`src/rtl/uart_cmd_pkg.sv`:
```
// Shared command-controller definitions: opcodes, FSM state encoding, operand addresses.
package uart_cmd_pkg;

    localparam logic [7:0] CMD_WR      = 8'hAA;
    localparam logic [7:0] CMD_RD      = 8'hBB;
    localparam logic [7:0] CMD_ALU_OP  = 8'hCC;
    localparam logic [7:0] CMD_ALU_NOP = 8'hDD;

    localparam int OPA_ADDR = 0;
    localparam int OPB_ADDR = 1;

    typedef enum logic [3:0] {
        ST_IDLE,
        ST_WR_ADDR,
        ST_WR_DATA,
        ST_RD_ADDR,
        ST_RD_WAIT,
        ST_OP_A,
        ST_OP_B,
        ST_ALU_FUN,
        ST_ALU_WAIT,
        ST_TX_SEND
    } state_e;

    // States in which an incoming byte belongs to a frame (and may abort it).
    function automatic logic is_rx_state(input logic [3:0] s);
        return !(s inside {ST_RD_WAIT, ST_ALU_WAIT, ST_TX_SEND});
    endfunction

endpackage

```
`src/rtl/uart_cmd_ctrl_if.sv`:
```
// Bundle of RX, register-file, ALU and TX signals around the command controller.
interface uart_cmd_ctrl_if #(
    parameter int DATA_WIDTH = 8,
    parameter int ADDR_WIDTH = 4,
    parameter int ALU_WIDTH  = 16
);
    logic [DATA_WIDTH-1:0] rx_data;
    logic                  rx_data_valid;
    logic                  rx_par_error;
    logic                  rx_stop_error;
    logic [ADDR_WIDTH-1:0] rf_addr;
    logic                  rf_wr_en;
    logic [DATA_WIDTH-1:0] rf_wr_data;
    logic                  rf_rd_en;
    logic [DATA_WIDTH-1:0] rf_rd_data;
    logic                  rf_rd_valid;
    logic [3:0]            alu_fun;
    logic                  alu_en;
    logic [ALU_WIDTH-1:0]  alu_out;
    logic                  alu_out_valid;
    logic [DATA_WIDTH-1:0] tx_data;
    logic                  tx_data_valid;
    logic                  tx_busy;
    logic                  frame_err;

    modport master (
        input  rx_data, rx_data_valid, rx_par_error, rx_stop_error,
        input  rf_rd_data, rf_rd_valid, alu_out, alu_out_valid, tx_busy,
        output rf_addr, rf_wr_en, rf_wr_data, rf_rd_en,
        output alu_fun, alu_en, tx_data, tx_data_valid, frame_err
    );

    modport slave (
        output rx_data, rx_data_valid, rx_par_error, rx_stop_error,
        output rf_rd_data, rf_rd_valid, alu_out, alu_out_valid, tx_busy,
        input  rf_addr, rf_wr_en, rf_wr_data, rf_rd_en,
        input  alu_fun, alu_en, tx_data, tx_data_valid, frame_err
    );
endinterface

```
`src/rtl/uart_cmd_tx_seq.sv`:
```
// Sends 1..2 result bytes (low first) over the TX valid/busy handshake; done pulses after the last byte.
// Request only while tx_busy=0, hold data until busy seen high, next byte only after busy falls.
module uart_cmd_tx_seq #(
    parameter int DATA_WIDTH = 8,
    parameter int ALU_WIDTH  = 16
) (
    input  logic                  clk,
    input  logic                  rst,
    input  logic                  start,
    input  logic [ALU_WIDTH-1:0]  data,
    input  logic [1:0]            nbytes,
    input  logic                  tx_busy,
    output logic [DATA_WIDTH-1:0] tx_data,
    output logic                  tx_data_valid,
    output logic                  done
);
    localparam logic [1:0] T_IDLE      = 2'd0;
    localparam logic [1:0] T_WAIT_FREE = 2'd1;
    localparam logic [1:0] T_HOLD      = 2'd2;
    localparam logic [1:0] T_WAIT_DONE = 2'd3;

    logic [1:0]           state;
    logic [1:0]           left;
    logic [ALU_WIDTH-1:0] shreg;

    always_ff @(posedge clk) begin
        if (rst) begin
            state         <= T_IDLE;
            left          <= '0;
            shreg         <= '0;
            tx_data       <= '0;
            tx_data_valid <= 1'b0;
            done          <= 1'b0;
        end else begin
            done <= 1'b0;
            case (state)
                T_IDLE: if (start) begin
                    shreg <= data;
                    left  <= nbytes;
                    state <= T_WAIT_FREE;
                end
                T_WAIT_FREE: if (!tx_busy) begin
                    tx_data       <= shreg[DATA_WIDTH-1:0];
                    tx_data_valid <= 1'b1;
                    state         <= T_HOLD;
                end
                T_HOLD: if (tx_busy) begin
                    tx_data_valid <= 1'b0;
                    shreg         <= shreg >> DATA_WIDTH;
                    left          <= left - 2'd1;
                    state         <= T_WAIT_DONE;
                end
                default: if (!tx_busy) begin
                    if (left == 2'd0) begin
                        done  <= 1'b1;
                        state <= T_IDLE;
                    end else begin
                        state <= T_WAIT_FREE;
                    end
                end
            endcase
        end
    end
endmodule

```
`src/rtl/uart_cmd_ctrl.sv`:
```
// Decodes UART command frames into register-file writes/reads and ALU runs; strobes 1 cycle after the last byte.
// Results go back through uart_cmd_tx_seq; bytes arriving while waiting or transmitting are dropped.
module uart_cmd_ctrl
    import uart_cmd_pkg::*;
#(
    parameter int DATA_WIDTH = 8,
    parameter int ADDR_WIDTH = 4,
    parameter int ALU_WIDTH  = 16
) (
    input  logic            clk,
    input  logic            rst,
    uart_cmd_ctrl_if.master bus
);
    localparam logic [3:0] IDLE     = ST_IDLE;
    localparam logic [3:0] WR_ADDR  = ST_WR_ADDR;
    localparam logic [3:0] WR_DATA  = ST_WR_DATA;
    localparam logic [3:0] RD_ADDR  = ST_RD_ADDR;
    localparam logic [3:0] RD_WAIT  = ST_RD_WAIT;
    localparam logic [3:0] OP_A     = ST_OP_A;
    localparam logic [3:0] OP_B     = ST_OP_B;
    localparam logic [3:0] ALU_FUN  = ST_ALU_FUN;
    localparam logic [3:0] ALU_WAIT = ST_ALU_WAIT;
    localparam logic [3:0] TX_SEND  = ST_TX_SEND;

    logic [3:0]            state;
    logic [ADDR_WIDTH-1:0] addr_q;
    logic [ALU_WIDTH-1:0]  result;
    logic [1:0]            nbytes;
    logic                  tx_start;
    logic                  tx_done;
    logic                  rx_bad;
    logic                  rx_vld;

    assign rx_bad = bus.rx_par_error | bus.rx_stop_error;
    assign rx_vld = bus.rx_data_valid;

    always_ff @(posedge clk) begin
        if (rst) begin
            state          <= IDLE;
            addr_q         <= '0;
            result         <= '0;
            nbytes         <= '0;
            tx_start       <= 1'b0;
            bus.rf_addr    <= '0;
            bus.rf_wr_en   <= 1'b0;
            bus.rf_wr_data <= '0;
            bus.rf_rd_en   <= 1'b0;
            bus.alu_fun    <= '0;
            bus.alu_en     <= 1'b0;
            bus.frame_err  <= 1'b0;
        end else begin
            bus.rf_wr_en  <= 1'b0;
            bus.rf_rd_en  <= 1'b0;
            bus.alu_en    <= 1'b0;
            bus.frame_err <= 1'b0;
            tx_start      <= 1'b0;
            // A corrupted byte kills the frame before any strobe can fire.
            if (rx_vld && rx_bad && is_rx_state(state)) begin
                bus.frame_err <= 1'b1;
                state         <= IDLE;
            end else begin
                case (state)
                    IDLE: if (rx_vld) begin
                        case (bus.rx_data)
                            CMD_WR:      state <= WR_ADDR;
                            CMD_RD:      state <= RD_ADDR;
                            CMD_ALU_OP:  state <= OP_A;
                            CMD_ALU_NOP: state <= ALU_FUN;
                            default:     bus.frame_err <= 1'b1;
                        endcase
                    end
                    WR_ADDR: if (rx_vld) begin
                        addr_q <= bus.rx_data[ADDR_WIDTH-1:0];
                        state  <= WR_DATA;
                    end
                    WR_DATA: if (rx_vld) begin
                        bus.rf_addr    <= addr_q;
                        bus.rf_wr_data <= bus.rx_data;
                        bus.rf_wr_en   <= 1'b1;
                        state          <= IDLE;
                    end
                    RD_ADDR: if (rx_vld) begin
                        bus.rf_addr  <= bus.rx_data[ADDR_WIDTH-1:0];
                        bus.rf_rd_en <= 1'b1;
                        state        <= RD_WAIT;
                    end
                    RD_WAIT: if (bus.rf_rd_valid) begin
                        result   <= ALU_WIDTH'(bus.rf_rd_data);
                        nbytes   <= 2'd1;
                        tx_start <= 1'b1;
                        state    <= TX_SEND;
                    end
                    OP_A: if (rx_vld) begin
                        bus.rf_addr    <= ADDR_WIDTH'(OPA_ADDR);
                        bus.rf_wr_data <= bus.rx_data;
                        bus.rf_wr_en   <= 1'b1;
                        state          <= OP_B;
                    end
                    OP_B: if (rx_vld) begin
                        bus.rf_addr    <= ADDR_WIDTH'(OPB_ADDR);
                        bus.rf_wr_data <= bus.rx_data;
                        bus.rf_wr_en   <= 1'b1;
                        state          <= ALU_FUN;
                    end
                    ALU_FUN: if (rx_vld) begin
                        bus.alu_fun <= bus.rx_data[3:0];
                        bus.alu_en  <= 1'b1;
                        state       <= ALU_WAIT;
                    end
                    ALU_WAIT: if (bus.alu_out_valid) begin
                        result   <= bus.alu_out;
                        nbytes   <= 2'd2;
                        tx_start <= 1'b1;
                        state    <= TX_SEND;
                    end
                    TX_SEND: if (tx_done) state <= IDLE;
                    default: state <= IDLE;
                endcase
            end
        end
    end

    uart_cmd_tx_seq #(
        .DATA_WIDTH (DATA_WIDTH),
        .ALU_WIDTH  (ALU_WIDTH)
    ) u_tx_seq (
        .clk           (clk),
        .rst           (rst),
        .start         (tx_start),
        .data          (result),
        .nbytes        (nbytes),
        .tx_busy       (bus.tx_busy),
        .tx_data       (bus.tx_data),
        .tx_data_valid (bus.tx_data_valid),
        .done          (tx_done)
    );
endmodule

```
`src/flat_wrapper.sv`:
```
// flat-port wrapper written by rule: the top's interface ports become plain ports
module uart_cmd_ctrl_flat import uart_cmd_pkg::*;
#(
    parameter int DATA_WIDTH = 8,
    parameter int ADDR_WIDTH = 4,
    parameter int ALU_WIDTH  = 16
)
  (clk, rst, bus_rx_data, bus_rx_data_valid, bus_rx_par_error, bus_rx_stop_error, bus_rf_rd_data, bus_rf_rd_valid, bus_alu_out, bus_alu_out_valid, bus_tx_busy, bus_rf_addr, bus_rf_wr_en, bus_rf_wr_data, bus_rf_rd_en, bus_alu_fun, bus_alu_en, bus_tx_data, bus_tx_data_valid, bus_frame_err);
  uart_cmd_ctrl_if #(.DATA_WIDTH(DATA_WIDTH), .ADDR_WIDTH(ADDR_WIDTH), .ALU_WIDTH(ALU_WIDTH)) bus_i ();
  input  logic clk;
  input  logic rst;
  input wire logic [$bits(bus_i.rx_data)-1:0] bus_rx_data;
  input wire logic [$bits(bus_i.rx_data_valid)-1:0] bus_rx_data_valid;
  input wire logic [$bits(bus_i.rx_par_error)-1:0] bus_rx_par_error;
  input wire logic [$bits(bus_i.rx_stop_error)-1:0] bus_rx_stop_error;
  input wire logic [$bits(bus_i.rf_rd_data)-1:0] bus_rf_rd_data;
  input wire logic [$bits(bus_i.rf_rd_valid)-1:0] bus_rf_rd_valid;
  input wire logic [$bits(bus_i.alu_out)-1:0] bus_alu_out;
  input wire logic [$bits(bus_i.alu_out_valid)-1:0] bus_alu_out_valid;
  input wire logic [$bits(bus_i.tx_busy)-1:0] bus_tx_busy;
  output wire logic [$bits(bus_i.rf_addr)-1:0] bus_rf_addr;
  output wire logic [$bits(bus_i.rf_wr_en)-1:0] bus_rf_wr_en;
  output wire logic [$bits(bus_i.rf_wr_data)-1:0] bus_rf_wr_data;
  output wire logic [$bits(bus_i.rf_rd_en)-1:0] bus_rf_rd_en;
  output wire logic [$bits(bus_i.alu_fun)-1:0] bus_alu_fun;
  output wire logic [$bits(bus_i.alu_en)-1:0] bus_alu_en;
  output wire logic [$bits(bus_i.tx_data)-1:0] bus_tx_data;
  output wire logic [$bits(bus_i.tx_data_valid)-1:0] bus_tx_data_valid;
  output wire logic [$bits(bus_i.frame_err)-1:0] bus_frame_err;
  assign bus_i.rx_data = bus_rx_data;
  assign bus_i.rx_data_valid = bus_rx_data_valid;
  assign bus_i.rx_par_error = bus_rx_par_error;
  assign bus_i.rx_stop_error = bus_rx_stop_error;
  assign bus_i.rf_rd_data = bus_rf_rd_data;
  assign bus_i.rf_rd_valid = bus_rf_rd_valid;
  assign bus_i.alu_out = bus_alu_out;
  assign bus_i.alu_out_valid = bus_alu_out_valid;
  assign bus_i.tx_busy = bus_tx_busy;
  assign bus_rf_addr = bus_i.rf_addr;
  assign bus_rf_wr_en = bus_i.rf_wr_en;
  assign bus_rf_wr_data = bus_i.rf_wr_data;
  assign bus_rf_rd_en = bus_i.rf_rd_en;
  assign bus_alu_fun = bus_i.alu_fun;
  assign bus_alu_en = bus_i.alu_en;
  assign bus_tx_data = bus_i.tx_data;
  assign bus_tx_data_valid = bus_i.tx_data_valid;
  assign bus_frame_err = bus_i.frame_err;
  uart_cmd_ctrl #(.DATA_WIDTH(DATA_WIDTH), .ADDR_WIDTH(ADDR_WIDTH), .ALU_WIDTH(ALU_WIDTH)) u_core (.clk(clk), .rst(rst), .bus(bus_i));
endmodule
```
`config.mk`:
```
export PLATFORM = sky130hd
export DESIGN_NAME = uart_cmd_ctrl_flat
export DESIGN_NICKNAME = d
export VERILOG_FILES = /design/src/rtl/uart_cmd_pkg.sv /design/src/rtl/uart_cmd_ctrl_if.sv /design/src/rtl/uart_cmd_tx_seq.sv /design/src/rtl/uart_cmd_ctrl.sv /design/src/flat_wrapper.sv
export SDC_FILE = /design/constraint.sdc
export NUM_CORES = 1
export LEC_CHECK = 0
export ABC_AREA = 1
export CAP_MARGIN = 30
export CORE_UTILIZATION = 46
export DETAILED_ROUTE_END_ITERATION = 12
export PLACE_DENSITY = 0.72
export SLEW_MARGIN = 20
export SYNTH_ARGS = -nofsm -noshare
export SYNTH_HDL_FRONTEND = slang
export SYNTH_HIERARCHICAL = 1
export SYNTH_SLANG_ARGS = --single-unit
```
`constraint.sdc`:
```
create_clock -name clk -period 1.6 [get_ports clk]
set_clock_uncertainty 0.1 [all_clocks]
set_input_delay 0.32 -clock clk [delete_from_list [all_inputs] [get_ports clk]]
set_output_delay 0.32 -clock clk [all_outputs]
set_load 0.005 [all_outputs]
```
# [Word level (Yosys, flattened, before mapping)]
# Cells that the tools add are included.
[op_classes] addsub=1 eq_ne=30 muxes=46 bitwise=6 n_reduce_logical=28
[op_table] operator="$mux 16" n=4
[op_table] operator="$pmux 16 s2" n=2
[op_table] operator="$mux 4" n=13
[op_table] operator="$pmux 4 s10" n=1
[op_table] operator="$eq 8x8->1 const B" n=4
[op_table] operator="$pmux 4 s4" n=2
[op_table] operator="$ne 2x2->1 const B" n=12
[op_table] operator="$eq 4x3->1 const B" n=4
[op_table] operator="$mux 2" n=8
[op_table] operator="$reduce_and 3->1" n=5
[op_table] operator="$reduce_or 3->1" n=4
[op_table] operator="$mux 1" n=11
[op_table] operator="$reduce_and 11->1" n=1
[op_table] operator="$eq 4x2->1 const B" n=2
[op_table] operator="$eq 4x4->1 const B" n=2
[op_table] operator="$pmux 2 s2" n=2
[op_table] operator="$reduce_and 4->1" n=2
[op_table] operator="$pmux 2 s3" n=1
[op_table] operator="$reduce_and 6->1" n=1
[op_table] operator="$reduce_bool 2->1" n=3
[op_table] operator="$ne 5x5->1 const B" n=1
[op_table] operator="$not 1->1" n=5
[op_table] operator="$reduce_or 5->1" n=1
[op_table] operator="$eq 4x1->1 const B" n=1
[op_table] operator="other kinds (16)" n=19
[word_totals] reg_bits=77 in_bits=40 wordCells=129

# [Logic depth before layout (Yosys ltp)]
[depth] ltp_word=6 mapped_depth=10 mapped_depth_nobuf=10

# [By module]
# Netlist, hierarchy kept.
[modules_own_cells] module="uart_cmd_ctrl" n_inst=1 cells_per_inst=325 area_each_um2=2234.6
[modules_own_cells] module="uart_cmd_tx_seq" n_inst=1 cells_per_inst=189 area_each_um2=1403.8

# [Worst setup path before layout]
# Ideal clock, no wire load.
[synth_timing] path_kind="flip-flop to flip-flop" startpoint="register u_core.u_tx_seq.state[0]" endpoint="register u_core.u_tx_seq.shreg[13]" setup_time_ns=0.132 arrival_time_ns=1.217 required_ns=1.368 slack_ns=0.151 stages_incl_launch_ff=10 n_path_buf=1 period_less_slack_ns=1.449 cell_sequence="dfxtp_1 > inv_1 > ha_1 > inv_1 > nand2_2 > nand2_4 > nand2_8 > buf_8 > nand2_1 > a21oi_2"
[synth_via] elab_chain_len=3 word_cells_on_any_way=7
[synth_rtl] element="start: declaration" line="uart_cmd_tx_seq.sv:22" text="logic [1:0] state;"
[synth_rtl] element="start signal: assignment" line="uart_cmd_tx_seq.sv:28" text="state <= T_IDLE;"
[synth_rtl] element="start signal: assignment" line="uart_cmd_tx_seq.sv:40" text="state <= T_WAIT_FREE;"
[synth_rtl] element="start signal: assignment" line="uart_cmd_tx_seq.sv:45" text="state <= T_HOLD;"
[synth_rtl] element="$eq 2x2->1 or $logic_not 2->1 (tied branches)" line="uart_cmd_tx_seq.sv:36" text="case (state)"
[synth_rtl] element="$ne 2x2->1 (no source line), or another cell as far along"
[synth_rtl] element="$reduce_and 3->1 (no source line)"
[synth_rtl] element="end signal: assignment" line="uart_cmd_tx_seq.sv:38" text="shreg <= data;"
[synth_rtl] element="end signal: assignment" line="uart_cmd_tx_seq.sv:49" text="shreg <= shreg >> DATA_WIDTH;"
[synth_rtl] element="end: declaration" line="uart_cmd_tx_seq.sv:24" text="logic [ALU_WIDTH-1:0] shreg;"
# Parallel ways exist; a longest one is shown, timed or not.
# A chain may end at the register's enable or synchronous reset.

# [Worst setup path in the final report]
[layout_timing] startpoint="register u_core.state[2]" endpoint="register u_core.bus.rf_addr[0]"
[layout_via] elab_chain_len=6 word_cells_on_any_way=18
[layout_rtl] element="start: declaration" line="uart_cmd_ctrl.sv:25" text="logic [3:0] state;"
[layout_rtl] element="start signal: assignment" line="uart_cmd_ctrl.sv:39" text="state <= IDLE;"
[layout_rtl] element="start signal: assignment" line="uart_cmd_ctrl.sv:60" text="state <= IDLE;"
[layout_rtl] element="start signal: assignment" line="uart_cmd_ctrl.sv:65" text="CMD_WR: state <= WR_ADDR;"
[layout_rtl] element="$eq 4x3->1 or $eq 4x4->1 (tied branches)" line="uart_cmd_pkg.sv:27" text="return !(s inside {ST_RD_WAIT, ST_ALU_WAIT, ST_TX_SEND});"
[layout_rtl] element="$reduce_bool 3->1" line="uart_cmd_pkg.sv:27"
[layout_rtl] element="$logic_not 1->1" line="uart_cmd_pkg.sv:27"
[layout_rtl] element="$logic_and 1x1->1" line="uart_cmd_ctrl.sv:58" text="if (rx_vld && rx_bad && is_rx_state(state)) begin"
[layout_rtl] element="$not 1->1 (no source line)"
[layout_rtl] element="$reduce_and 6->1 (no source line)"
[layout_rtl] element="end signal: assignment" line="uart_cmd_ctrl.sv:77" text="bus.rf_addr <= addr_q;"
[layout_rtl] element="end signal: assignment" line="uart_cmd_ctrl.sv:83" text="bus.rf_addr <= bus.rx_data[ADDR_WIDTH-1:0];"
[layout_rtl] element="end signal: assignment" line="uart_cmd_ctrl.sv:94" text="bus.rf_addr <= ADDR_WIDTH'(OPA_ADDR);"
[layout_rtl] element="end: declaration" line="uart_cmd_ctrl_if.sv:29" text="output rf_addr, rf_wr_en, rf_wr_data, rf_rd_en,"
# Parallel ways exist; a longest one is shown, timed or not.

==> reports/summary.txt <==
clk_lat worst skew: 350 ps
Final Hold Slack: 265.2 ps
Tightest Pin Transition: 370.7 ps
Pint: 3.242 mW
WL final: 9097 um
final count of hold timing violations: 0
max_cap viols: 0
DR pass1 iterations: 6
Worst Slack Setup Final: 36.83 ps
Cell Chain, Critical Path: inv_2 -> nor2_1 -> nand2_1 -> nand2_1 -> o21ai_1 -> nor3_2 -> nor2_1
DR WL/cell: 12.56 um
Core ar.: 0.007687 sq mm
Synth area leaders: dfxtp_1 (42%), nand2_1 (16%), nor2_1 (7.1%)
H-tree depth: 3
global-route wire length before repair: 14910 um
Via density: 5.004
Tmin final: 1563 ps
Vias: 3623
Distinct cells, synth: 34
clk root buf: clkbuf_8
cells on worst reg2reg path: 7
Synth top area share: 0.4237
Max Root-Sink Buffers: 2
Tot GR Track Use: 0.2227
number of core rows: 32
Critical Path Max Stage Delay: 400 ps
Placer Congestion: 0.8437
status: complete, no violations
Avg Inst Size Synth: 7.079 sq um
family with the most delay on the worst path: simple AND/OR/NAND/NOR gates
Hold Path Stages: 2
register bit total from synthesis: 77
CP max-delay cell: dfxtp_2
Nets: 663
Comb power frac: 0.225
part of the power in the clock network: 0.329
post-synthesis sequential area ratio: 0.4237
crit path launch type: register
Synthesis Warnings: 6
pre-CTS WS: -349.8 ps
total grt overflow: 0
setup_tns: 0 ps
Die H: 90.94 um
Post-Syn Instances: 514
CTS buffer count: 9
unrepaired setup endpoints after global routing: true
DR DRC count: 0
Crit path required time: 1740 ps
Pleak: 2.378 nW
final period utilization: 0.9770
area leader, netlist: dfxtp_1
VDD IR max: 0.0006503 V
# diodes: 0
maximum clock frequency: 639.7 MHz
sw frac: 0.3035
IO Port Bufs: 68
mapped cell area: 0.003638 sq mm
CP bufs+invs: 1
Area Overhead vs Synth: 35.83%
TritonCTS clock tree: done
Final ANT Viol Nets: 0
overall power: 4.655 mW
DRT iter0 DRCs: 158
Syn Nets: 560
hold buffer count at cts: 0
Ports: 69
Hold Path Class: in -> reg
clock sink count: 77
vias in the first global route: 3312
Post-DP HPWL: 6295 um
sw power: 1.413 mW
largest net degree at the start of global routing: 37
WP data arrival: 1700 ps
Crit path depth: 7
clock-pin slew on the worst setup and hold paths: 80 ps
Worst Setup End Kind: register
Worst Setup Path Type: reg -> reg
DIE WIDTH: 90.94 um
Initial Utilization: 0.4733
Pins Over Slew Limit: 0
Slew HR: 0.7529
peak fanout along the critical path: 5
number of setup violations in the final report: 0
Die ar.: 0.008269 sq mm
R2R setup slack: 40 ps
part of the power in registers: 0.446
end-of-flow core utilization: 0.6429
power density over cell area: 941.9 mW/mm^2
initial antenna violation count: 0
share of post-route cells with drive strength above 1: 0.1961
## state kept, by name, summed over array words and instances, names as in the netlist, 2 cells and up
register                 cells
u_core/bus.rf_wr_data        8
u_core/u_tx_seq/left         2
u_core/u_tx_seq/tx_data      8
u_core/result               16
u_core/nbytes                2
u_core/u_tx_seq/state        2
u_core/state                 4
u_core/bus.alu_fun           4
u_core/addr_q                4
u_core/bus.rf_addr           4
u_core/u_tx_seq/shreg       16
## kinds of logic (layout without fill, tap and decap cells)
kind of cell | after synthesis | count (layout) | synth area share
AND/OR/NAND/NOR | 295 | 296 | 0.3655
buffers and inverters | 64 | 171 | 0.08356
AO/OA/AOI/OAI | 72 | 72 | 0.1066
flip-flops | 77 | 77 | 0.4237
adder cells (fa/ha/maj) | 6 | 6 | 0.02063
## path summary, 6_finish.rpt
path / startpoint / end
worst max register to register: u_core/state[2] / u_core/bus.rf_addr[0]
worst max-delay path: u_core/state[2] / u_core/bus.rf_addr[0]
worst min register to register: u_core/u_tx_seq/tx_data_valid / u_core/u_tx_seq/tx_data_valid
worst min-delay path: rst / u_core/bus.rf_wr_data[4]
## cell usage after synthesis (all sizes together)
| master | instances |
|---|---|
| a21oi | 42 |
| nand2 | 167 |
| a31oi | 8 |
| nor3 | 3 |
| nand3b | 3 |
| o211ai | 2 |
| ha | 6 |
| o22ai | 1 |
| buf | 12 |
| o21ai | 19 |
| nor4 | 2 |
| nand3 | 26 |
| nor2 | 73 |
| clkinv | 2 |
| clkbuf | 6 |
| inv | 44 |
| dfxtp | 77 |
| nand4 | 21 |
## what timing repair did
action / 4_1_cts / 5_1_grt
cloned: 0 / 1
buffers inserted: 0 / 5
pin swaps: 0 / 2
endpoints found under the setup margin: 26 / 71
resized for setup: 40 / 33
## layout make-up
type / count / area, sq um
fillers: 709 / 2745
multi-input cells: 374 / 1858
flip-flops and latches: 77 / 1574
repair buffers: 109 / 1001
inverters: 46 / 175.2
clock buffers: 10 / 137.6
well taps: 102 / 127.6
clock inverters: 6 / 68.82
## worst register-to-register path, cell delays in order (launching register included)
cell and delay (ps):
dfxtp_2 400, inv_2 70, nor2_1 200, nand2_1 190, nand2_1 190, o21ai_1 100, nor3_2 150, nor2_1 60
## cell usage in the layout (no fill, tap or decap), drive strengths merged, types with 12 or more instances in the layout
master,netlist,final
inv,44,46
dlymetal6s2s,0,12
clkdlybuf4s50,0,35
a21oi,42,42
o21ai,19,19
nand3,26,26
dlygate4sd2,0,20
buf,12,42
nor2,73,73
nand4,21,21
nand2,167,168
dfxtp,77,77
## metal layers
layer | GRT usage | wire, um | up-vias
met3 | 0.03266 | 415 | 11
met2 | 0.3497 | 4126 | 102
met1 | 0.3117 | 4447 | 1636
met4 | 0.07804 | 108 | 0
li1 | - | - | 1874
met5 | 0 | 0 | -
## stage by stage
step           instance area [sq um]  std cells
6_report                        4942        724
5_1_grt                         4942        724
4_1_cts                         4808        718
3_5_place_dp                    4593        702
3_3_place_gp                    4593        702
2_1_floorplan                   3638        514
## power by group through the flow
stage	clock network [mW]	logic [mW]	registers [mW]
6_report	1.53	1.05	2.08
2_1_floorplan	0	0.600	2.10
3_5_place_dp	0	0.989	2.11
3_3_place_gp	0	0.970	2.10
5_1_grt	1.67	1.16	2.09
4_1_cts	1.57	0.989	2.07
Power figures use the tool's default switching activity.
